[config.mk]
export PLATFORM = sky130hd
export DESIGN_NAME = result_cmp_acc
export DESIGN_NICKNAME = d
export VERILOG_FILES = /design/src/rtl/result_checker_pkg.sv /design/src/rtl/result_cmp_acc.sv
export SDC_FILE = /design/constraint.sdc
export NUM_CORES = 1
export LEC_CHECK = 0
export ABC_AREA = 1
export CELL_PAD_IN_SITES_DETAIL_PLACEMENT = 1
export CELL_PAD_IN_SITES_GLOBAL_PLACEMENT = 1
export CORE_MARGIN = 2
export CORE_UTILIZATION = 32
export CTS_CLUSTER_SIZE = 10
export DETAILED_ROUTE_END_ITERATION = 8
export PLACE_DENSITY = 0.89
export SETUP_SLACK_MARGIN = 0.15
export SYNTH_ARGS = -nofsm -noshare
export SYNTH_HDL_FRONTEND = slang
export SYNTH_SLANG_ARGS = --single-unit
[constraint.sdc]
create_clock -name clk -period 2.2 [get_ports clk]
set_clock_uncertainty 0.1 [all_clocks]
set_input_delay 0.22 -clock clk [delete_from_list [all_inputs] [get_ports clk]]
set_output_delay 0.22 -clock clk [all_outputs]
set_load 0.02 [all_outputs]
[src/rtl/result_checker_pkg.sv]
// Shared types and default widths for the result checker.
package result_checker_pkg;

  localparam int CHK_ADDR_W = 12;
  localparam int CHK_DATA_W = 16;
  localparam int CHK_CNT_W  = CHK_ADDR_W + 1;

  typedef enum logic [1:0] {
    CHK_IDLE,
    CHK_ISSUE,
    CHK_DRAIN
  } chk_state_e;

endpackage

[src/rtl/result_cmp_acc.sv]
// Compare/accumulate stage: runs one cycle behind address issue, counts matches and
// mismatches, and latches the result address of the first mismatch.
module result_cmp_acc
  import result_checker_pkg::*;
#(
  parameter int ADDR_WIDTH = CHK_ADDR_W,
  parameter int DATA_WIDTH = CHK_DATA_W,
  parameter int CNT_WIDTH  = CHK_CNT_W
) (
  input  logic                  clk,
  input  logic                  reset_b,
  input  logic                  i_clear,
  input  logic                  i_issue_vld,
  input  logic [ADDR_WIDTH-1:0] i_issue_idx,
  input  logic [ADDR_WIDTH-1:0] i_base,
  input  logic [DATA_WIDTH-1:0] i_res_data,
  input  logic [DATA_WIDTH-1:0] i_gold_data,
  output logic                  o_mis_hit,
  output logic [CNT_WIDTH-1:0]  o_match_count,
  output logic [CNT_WIDTH-1:0]  o_mismatch_count,
  output logic [ADDR_WIDTH-1:0] o_first_err_addr,
  output logic                  o_first_err_valid
);

  logic                  r_vld_d;
  logic [ADDR_WIDTH-1:0] r_idx_d;
  logic [CNT_WIDTH-1:0]  r_match;
  logic [CNT_WIDTH-1:0]  r_mismatch;
  logic [ADDR_WIDTH-1:0] r_err_addr;
  logic                  r_err_vld;
  logic [ADDR_WIDTH-1:0] w_cur_addr;

  assign w_cur_addr = i_base + r_idx_d;
  assign o_mis_hit  = r_vld_d && (i_res_data != i_gold_data);

  always_ff @(posedge clk) begin
    if (!reset_b) begin
      r_vld_d    <= 1'b0;
      r_idx_d    <= '0;
      r_match    <= '0;
      r_mismatch <= '0;
      r_err_addr <= '0;
      r_err_vld  <= 1'b0;
    end else begin
      r_vld_d <= i_issue_vld;
      r_idx_d <= i_issue_idx;
      if (i_clear) begin
        r_match    <= '0;
        r_mismatch <= '0;
        r_err_addr <= '0;
        r_err_vld  <= 1'b0;
      end else if (r_vld_d) begin
        if (o_mis_hit) begin
          r_mismatch <= r_mismatch + 1'b1;
          if (!r_err_vld) begin
            r_err_addr <= w_cur_addr;
            r_err_vld  <= 1'b1;
          end
        end else begin
          r_match <= r_match + 1'b1;
        end
      end
    end
  end

  assign o_match_count     = r_match;
  assign o_mismatch_count  = r_mismatch;
  assign o_first_err_addr  = r_err_addr;
  assign o_first_err_valid = r_err_vld;

endmodule

Yosys cells after proc, flatten, opt, wreduce, memory -nomap -nowiden
Index checks and enable logic that the tools add are counted.

storage, ports and cells
  bits in registers = 52
  output and inout bits = 40
  word-level logic and storage cells = 18

operators by class
  add/sub/neg operators = 3
  eq/ne operators = 1
  bitwise logic cells = 3
  reduce and logical (&&, ||, !) cells = 5

operator list
  operator               count
  $add 13x1->13 const B  2
  $ne 16x16->1           1
  $add 12x12->12         1
  $reduce_and 2->1       2
  $not 1->1              3
  $reduce_and 3->1       1
  $reduce_or 2->1        1
  $logic_and 1x1->1      1

Depth between registers and ports, before layout
Gate-level depths: netlist (run 1).

  depth after elaboration = 4
  gate-level depth with buffers = 12

Worst setup path after synthesis (run 1)
No wires, ideal clock.

  kind = reg-to-reg
  start = register r_idx_d[0]
  end = register r_err_addr[10] (netlist: o_first_err_addr[10])
  library setup time = 0.113 ns
  data arrival time = 1.436 ns
  required time = 1.987 ns
  setup slack = 0.551 ns
  stages on the path, launching flop included = 11
  path buffers = 0
  clock period less this slack = 1.649 ns
  cell sequence = dfxtp_1 > ha_1 > fa_1 > nand2_1 > nand3_1 > nand2_1 > nand2_1 > nand2_1 > nand2_1 > nor2_1 > nor2_1

on the way
  word-level cells in the longest chain between the ends = 1

RTL lines
  what                      line                  text
  start: declaration        result_cmp_acc.sv:26  logic [ADDR_WIDTH-1:0] r_idx_d;
  start signal: assignment  result_cmp_acc.sv:46  r_idx_d <= i_issue_idx;
  $add 12x12->12            result_cmp_acc.sv:33  assign w_cur_addr = i_base + r_idx_d;
  end signal: assignment    result_cmp_acc.sv:56  r_err_addr <= w_cur_addr;
  end: declaration          result_cmp_acc.sv:29  logic [ADDR_WIDTH-1:0] r_err_addr;

Every way passes these cells.
A chain may end at the register's enable or synchronous reset.

Final worst setup path (run 1)
  start = input port i_res_data[5]
  end = output port o_mis_hit

on the way
  word-level cells in the longest chain between the ends = 2

RTL lines
  what                line                  text
  start: declaration  result_cmp_acc.sv:16  input logic [DATA_WIDTH-1:0] i_res_data,
  $ne 16x16->1        result_cmp_acc.sv:34  assign o_mis_hit = r_vld_d && (i_res_data != i_gold_data);
  $logic_and 1x1->1   result_cmp_acc.sv:34
  end: declaration    result_cmp_acc.sv:18  output logic o_mis_hit,

Every way passes these cells.

==> out/metrics.sh, run 1 <==
INITIAL_CORE_UTIL_PCT=32.8
SYNTH-ASYNC-RESET-RATIO_PCT=0
TIMING.FINAL.MAX_SLEW_VIOLATIONS=0
ROUTED_VIA_DENSITY=4.75
DP_HPWL_MM=8.17
PRIMARY_FF_MASTER_SYNTH='dfxtp_1'
DIEAREA_UM2=11400
VIAS=3760
ANTENNA_CELLS=0
TOTALWIRELENGTH_MM=10.2
WORST-SETUP-PATH-TYPE='in2out'
POST_ROUTE_CELLS_DRIVE_ABOVE_1_SHARE_PCT=4.12
CRIT_PATH_START='i_res_data[5]'
NUMCLOCKSINKS=52
RUN_STATUS='completed'
FINALWEIGHTEDCONGESTION=0.830
ANTENNA_VIOLATIONS_BEFORE_REPAIR=0
FP.DIEH_UM=107
MULTIINPUTGATEAREA_UM2=1900
WORSTPATHREQUIRED_NS=1.88
DRC=0
VDD.IR_DROP.WORST_mV=0.281
RSZ0062_AT_GRT='false'
HOLD_CLASS='in2reg'
BOUNDARYPINS=100
PLACE.PORT_BUFFERS=99
NUMNETS_FINAL=728
ROUTE.ANTENNA.REMAINING_NETS=0
GRT_FIRST_PASS_WIRELENGTH_MM=17.6
MAXCAP_VIOLATIONS=0
CORE_AREA_UM2=10300
GRT_MOST_USED_LAYER='met2'
REGISTER_AREA_UM2=1040
GROUTE.USAGE.OVERALL_PCT=18.6
STD_CELL_ROWS=37
CP-END-KIND='output port'
RELSLEWSLACK_PCT=69.8
GRT_USE_MET1_PCT=21.4
FINAL_CELL_COUNT_NO_FILL=791
TIGHTEST_SLEW_NS=0.453
WORSTREGTOREGCELLS=10
HTREE_LEVELS=2
WL_PER_CELL_UM=12.9
SYNTH_TOP_AREA_SHARE_PCT=30.9
MAX-CLOCK-PATH-BUFFERS=2
YOSYSSEQAREASHARE_PCT=30.9
SYNTH_LARGEST_AREA_CELL='dfxtp_1'
HOLD_VIOL_FINAL=0
CTS_TREE='built'
DRT-INITIAL-DRC-COUNT=80
GR-USAGE-MET3_PCT=2.55
FMAX_MHz=527
SETUP_VIOLATIONS=0
YS_TOP_CELLS_BY_AREA='dfxtp_1 (31%), nand2_1 (21%), inv_1 (10%)'
GRT_USE_MET2_PCT=36.2
SYNTH_AREA_PER_CELL_UM2=6.11
SYN-INSTANCE-COUNT=551
SYNTH_AREA_UM2=3370
TIMING_ENDPOINT_OF_THE_CRITICAL_PATH='o_mis_hit'
CTS.ROOT.BUFFER_CELL='clkbuf_8'
SYNTH_EDF_COUNT=0
CAPTURE_INSTANCE_OF_THE_WORST_REGISTER_TO_REGISTER_PATH='o_first_err_addr[10]'
FIRST_GLOBAL_VIAS=3964
FILLERS=1387
YOSYS_WARNINGS=0
TOTALNEGATIVESETUPSLACK_NS=0
DRT_FIRST_PASS_ITERS=4
AREA_GROWTH_SYN_TO_LAYOUT_PCT=38.1
DESIGN_AREA_UM2=4650
CLK_LATENCY_NS=0.31
SYNTH_FP_NETS=625
CLKTRANSATPATHREGS_NS=0.10
YOSYS.CELL_TYPES.COUNT=25
DIE_WIDTH_UM=107
SYNTH.TOP_CELLS.BY_COUNT='nand2_1 (189), inv_1 (93), nor2_1 (65)'
POST-ROUTE-MIN-PERIOD_NS=1.90
PLACE_AREA_UM2=4540
POSTCTSSETUPBUFFERS=0
GRT_REMAINING_OVERFLOW=0
POWER_PER_CELL_AREA_nW_PER_UM2=450
YOSYS.CELL_COUNT.TOP_TYPE='nand2_1'
PLACED_CELLS_INCL_TAPS=783
LEAKAGE_nW=2.16
SETUP.REG_TO_REG.WORST_SLACK_NS=0.38
SYNTH_SEQ_CELLS=52
CRITPATHLAUNCHTYPE='input port'
LARGEST_NET_DEGREE_AT_THE_START_OF_GLOBAL_ROUTING=33
PERIOD_SHARE_PCT=86.3
TIMING.CRITICAL_PATH.ARRIVAL_NS=1.58
WORSTPATHMAXFANOUT=2
POSTLAYOUTCOREUTIL_PCT=45.2
REGTOREGSTARTPOINT='r_idx_d[0]'
FINAL.HOLD.WORST_SLACK_NS=0.329
CTS_INSERTED_BUFFERS=5
==> layer usage <==
layer	wire length [um]	share of wire, %
met3	274	2.7
met2	5410	53
met1	4370	43
met5	0	0
met4	136	1.3
==> per-stage QoR <==
| stage | power (mW) | worst slack, ns |
|---|---|---|
| after floorplan | 1.23 | 0.551 |
| final | 2.09 | 0.302 |
| after global placement | 1.41 | -0.00779 |
| after global routing | 2.20 | 0.186 |
| after detailed placement | 1.44 | -0.0778 |
| after CTS | 2.11 | 0.165 |
==> how the worst min path moves through the flow <==
stage,startpoint,to,slack [ns],cells after the start
global placement,o_mismatch_count[10],o_mismatch_count[10],0.36,2
global route,i_issue_idx[2],r_idx_d[2],0.33,3
floorplan,reset_b,r_idx_d[0],0.21,2
finish,i_issue_idx[4],r_idx_d[4],0.33,3
detailed placement,o_mismatch_count[10],o_mismatch_count[10],0.38,2
CTS,i_issue_idx[4],r_idx_d[4],0.32,3
==> critical path, stage by stage <==
cell	delay, ns
clkdlybuf4s50_1	0.50
inv_1	0.07
nand2_1	0.09
nand2_1	0.06
nor2_1	0.09
nand2_1	0.09
nor2_4	0.12
nand2_4	0.08
nand2_4	0.06
inv_1	0.04
clkbuf_2	0.14
==> area by class of cell <==
class                           instances  area share [%]
Timing Repair Buffer                  110            23.0
Clock inverter                          3           0.915
Inverter                               95            7.67
Multi-Input combinational cell        390            40.9
Sequential cell                        52            22.4
Tap cell                              136            3.66
Clock buffer                            5            1.48
==> cell families after synthesis <==
family / share of synthesized area, %
adders and majority gates: 5.43
buffers and inverters: 12.7
DFF: 30.9
AOI/OAI and AO/OA: 4.87
xor gates and xnor gates: 4.94
and+or+nand+nor: 41.1
==> sequential cells by signal (all words and copies together), names as in the netlist <==
register           flops
r_idx_d               12
o_first_err_addr      12
o_match_count         13
o_first_err_valid      1
o_mismatch_count      13
r_vld_d                1
==> placed cells by master, fill, tap and decap left out <==
cell type / netlist / layout
nand2_1: 189 / 189
clkdlybuf4s50_1: 0 / 98
inv_1: 93 / 93
nor2_1: 65 / 65
dfxtp_1: 52 / 52
nand3_1: 33 / 32
a21oi_1: 28 / 28
nand4_1: 28 / 28
ha_1: 13 / 13
buf_4: 0 / 11
xor2_1: 10 / 10
xnor2_1: 9 / 9
clkbuf_8: 0 / 5
nor3_1: 4 / 4
nor2_4: 2 / 2
nand2_4: 2 / 2
o21ai_0: 2 / 2
inv_2: 1 / 1
o21bai_1: 1 / 1
nand3_2: 0 / 1
clkinv_1: 1 / 1
nand3_4: 1 / 1
a31oi_1: 1 / 1
nand3b_1: 1 / 1
fa_1: 1 / 1
clkinv_2: 0 / 1
bufinv_16: 0 / 1
clkinvlp_4: 0 / 1
clkbuf_2: 0 / 1
==> power breakdown <==
group	internal (mW)	total [mW]	switching [mW]
combinational	0.211	0.439	0.228
sequential	0.963	0.975	0.0120
clock	0.337	0.676	0.339
total	1.51	2.09	0.579
==> timing repair <==
| action | CTS | global route |
|---|---|---|
| setup endpoints to repair | 1 | 3 |
| gates resized for setup | 2 | 2 |
| hold endpoints to repair | 0 | 0 |
| pin swaps | 1 | 0 |
| hold buffers | 0 | 0 |
No activity file was read; power rests on OpenSTA's default activity.
==> run 2: changes to the inputs <==
- SKIP_CTS_REPAIR_TIMING: default -> 1
==> run 2 against run 1 <==
  * Sequential share of layout area hardly changed
  * Sequential cell count stayed put
  * Critical path depth unchanged
  * Utilization up 0.073 points
  * Via count grew 0.32%
  * Fmax down 2.6%
  * Register-to-register slack about the same
  * Worst setup slack got worse by 0.051 ns
  * Critical path type unchanged
  * Largest cell class unchanged
  * Highest routed layer unchanged
==> out/metrics.sh, run 2 (synthesis results as in run 1) <==
POWER_PER_CELL_AREA_nW_PER_UM2=449
STD_CELL_ROWS=37
CLKTRANSATPATHREGS_NS=0.10
CRITPATHLAUNCHTYPE='input port'
DP_HPWL_MM=8.17
POST_ROUTE_CELLS_DRIVE_ABOVE_1_SHARE_PCT=3.97
GROUTE.USAGE.OVERALL_PCT=18.6
WORSTPATHMAXFANOUT=2
NUMNETS_FINAL=728
DIEAREA_UM2=11400
HOLD_CLASS='in2reg'
WORSTPATHREQUIRED_NS=1.88
TIMING.FINAL.MAX_SLEW_VIOLATIONS=0
RELSLEWSLACK_PCT=69.8
PATH_CELLS='clkdlybuf4s50_1 -> inv_1 -> nand2_1 -> nand2_1 -> nor2_1 -> nand2_1 -> nor2_4 -> nand2_4 -> nand2_4 -> inv_1 -> dlymetal6s2s_1'
CRITPATHBUFINV=4
FINALWEIGHTEDCONGESTION=0.830
CRITPATHMAXSTAGEDELAY_NS=0.50
PLACE.PORT_BUFFERS=99
LAYOUT_COMMONEST_CELL='nand2_1'
FILLERS=1387
NUMCLOCKSINKS=52
PLACED_CELLS_INCL_TAPS=783
REGISTER_AREA_UM2=1040
GRT_FIRST_PASS_WIRELENGTH_MM=17.6
INITIAL_CORE_UTIL_PCT=32.8
ANTENNA_CELLS=0
TIGHTEST_SLEW_NS=0.452
CTS_TREE='built'
TIMING.CRITICAL_PATH.ARRIVAL_NS=1.63
BOUNDARYPINS=100
RUN_STATUS='completed'
CTS.ROOT.BUFFER_CELL='clkbuf_8'
MAX-CLOCK-PATH-BUFFERS=2
LAYOUT.CELLS.MOST_COMMON_LIST='nand2_1 (189), clkdlybuf4s50_1 (98), inv_1 (93)'
RSZ0062_AT_GRT='true'
FIRST_GLOBAL_VIAS=3964
SETUP_SLACK_NS=0.250
PLACE_AREA_UM2=4540
DRT-INITIAL-DRC-COUNT=73
MAXCAP_VIOLATIONS=0
DRC=0
WORST-SETUP-PATH-TYPE='in2out'
CP-END-KIND='output port'
DRT_FIRST_PASS_ITERS=4
ROUTE.ANTENNA.REMAINING_NETS=0
CRIT_PATH_FREQUENT_CELL='nand2_1'
LARGEST_NET_DEGREE_AT_THE_START_OF_GLOBAL_ROUTING=33
PERIOD_SHARE_PCT=88.6
DP_WORST_SETUP_SLACK_NS=-0.0778
CLK_LATENCY_NS=0.31
DESIGN_AREA_UM2=4660
LEAKAGE_nW=2.17
CRITPATHTOPFAMILY='buffers and inverters'
TOTALWIRELENGTH_MM=10.2
POST-ROUTE-MIN-PERIOD_NS=1.95
HTREE_LEVELS=2
ANTENNA_VIOLATIONS_BEFORE_REPAIR=0
FP.DIEH_UM=107
CTS_INSERTED_BUFFERS=5
SETUP_VIOLATIONS=0
ROUTED_VIA_DENSITY=4.77
P_TOTAL_mW=2.09
POSTLAYOUTCOREUTIL_PCT=45.3
VIAS=3772
WL_PER_CELL_UM=12.9
FMAX_MHz=513
GRT_REMAINING_OVERFLOW=0
CORE_AREA_UM2=10300
MULTIINPUTGATEAREA_UM2=1900
AREA_GROWTH_SYN_TO_LAYOUT_PCT=38.3
DIE_WIDTH_UM=107
VDD.IR_DROP.WORST_mV=0.281
HOLD_VIOL_FINAL=0
FINAL_CELL_COUNT_NO_FILL=791
CRITICAL_PATH_S_SLOWEST_CELL='clkdlybuf4s50_1'
## run 2: worst paths after layout
kind / from / endpoint / slack (ns) / cells after the start
setup / recovery: i_res_data[5] / o_mis_hit / 0.25 / 11
hold / removal: i_issue_idx[4] / r_idx_d[4] / 0.33 / 3
setup reg to reg: r_idx_d[0] / o_first_err_addr[10] / 0.38 / 10
hold reg to reg: o_mismatch_count[10] / o_mismatch_count[10] / 0.39 / 2
## run 2: metal layers
layer | GRT usage, % | vias to the layer above | share of wire, %
li1 | - | 1903 | -
met4 | 3.71 | 0 | 1.3
met1 | 21.3 | 1783 | 42
met2 | 36.2 | 72 | 53
met5 | 0 | - | 0
met3 | 2.55 | 14 | 3.2
## run 2: per-stage QoR
step | hold WS, ns | setup TNS (ns)
6_report | 0.328 | 0
2_1_floorplan | 0.213 | 0
3_5_place_dp | 0.377 | -0.154
3_3_place_gp | 0.364 | -0.00779
4_1_cts | 0.321 | -0.0785
5_1_grt | 0.334 | 0
## run 2: layout make-up
class / instances / area share (%)
Clock inverter: 3 / 0.913
Inverter: 95 / 7.66
Timing Repair Buffer: 110 / 23.1
Tap cell: 136 / 3.65
Clock buffer: 5 / 1.48
Multi-Input combinational cell: 390 / 40.8
Sequential cell: 52 / 22.4
## run 2: power by group
group / total, mW / internal [mW] / switching (mW)
Sequential: 0.975 / 0.963 / 0.0119
Clock: 0.676 / 0.337 / 0.339
Combinational: 0.439 / 0.212 / 0.227
Total: 2.09 / 1.51 / 0.578
## run 2: worst register-to-register path, cell delays in order, from the launching register on
cell and delay [ns]:
dfxtp_1 0.32, ha_1 0.22, fa_1 0.42, nand2_1 0.12, nand3_2 0.10, nand2_1 0.11
nand2_1 0.06, nand2_1 0.06, nand2_1 0.05, nor2_1 0.11, nor2_1 0.06
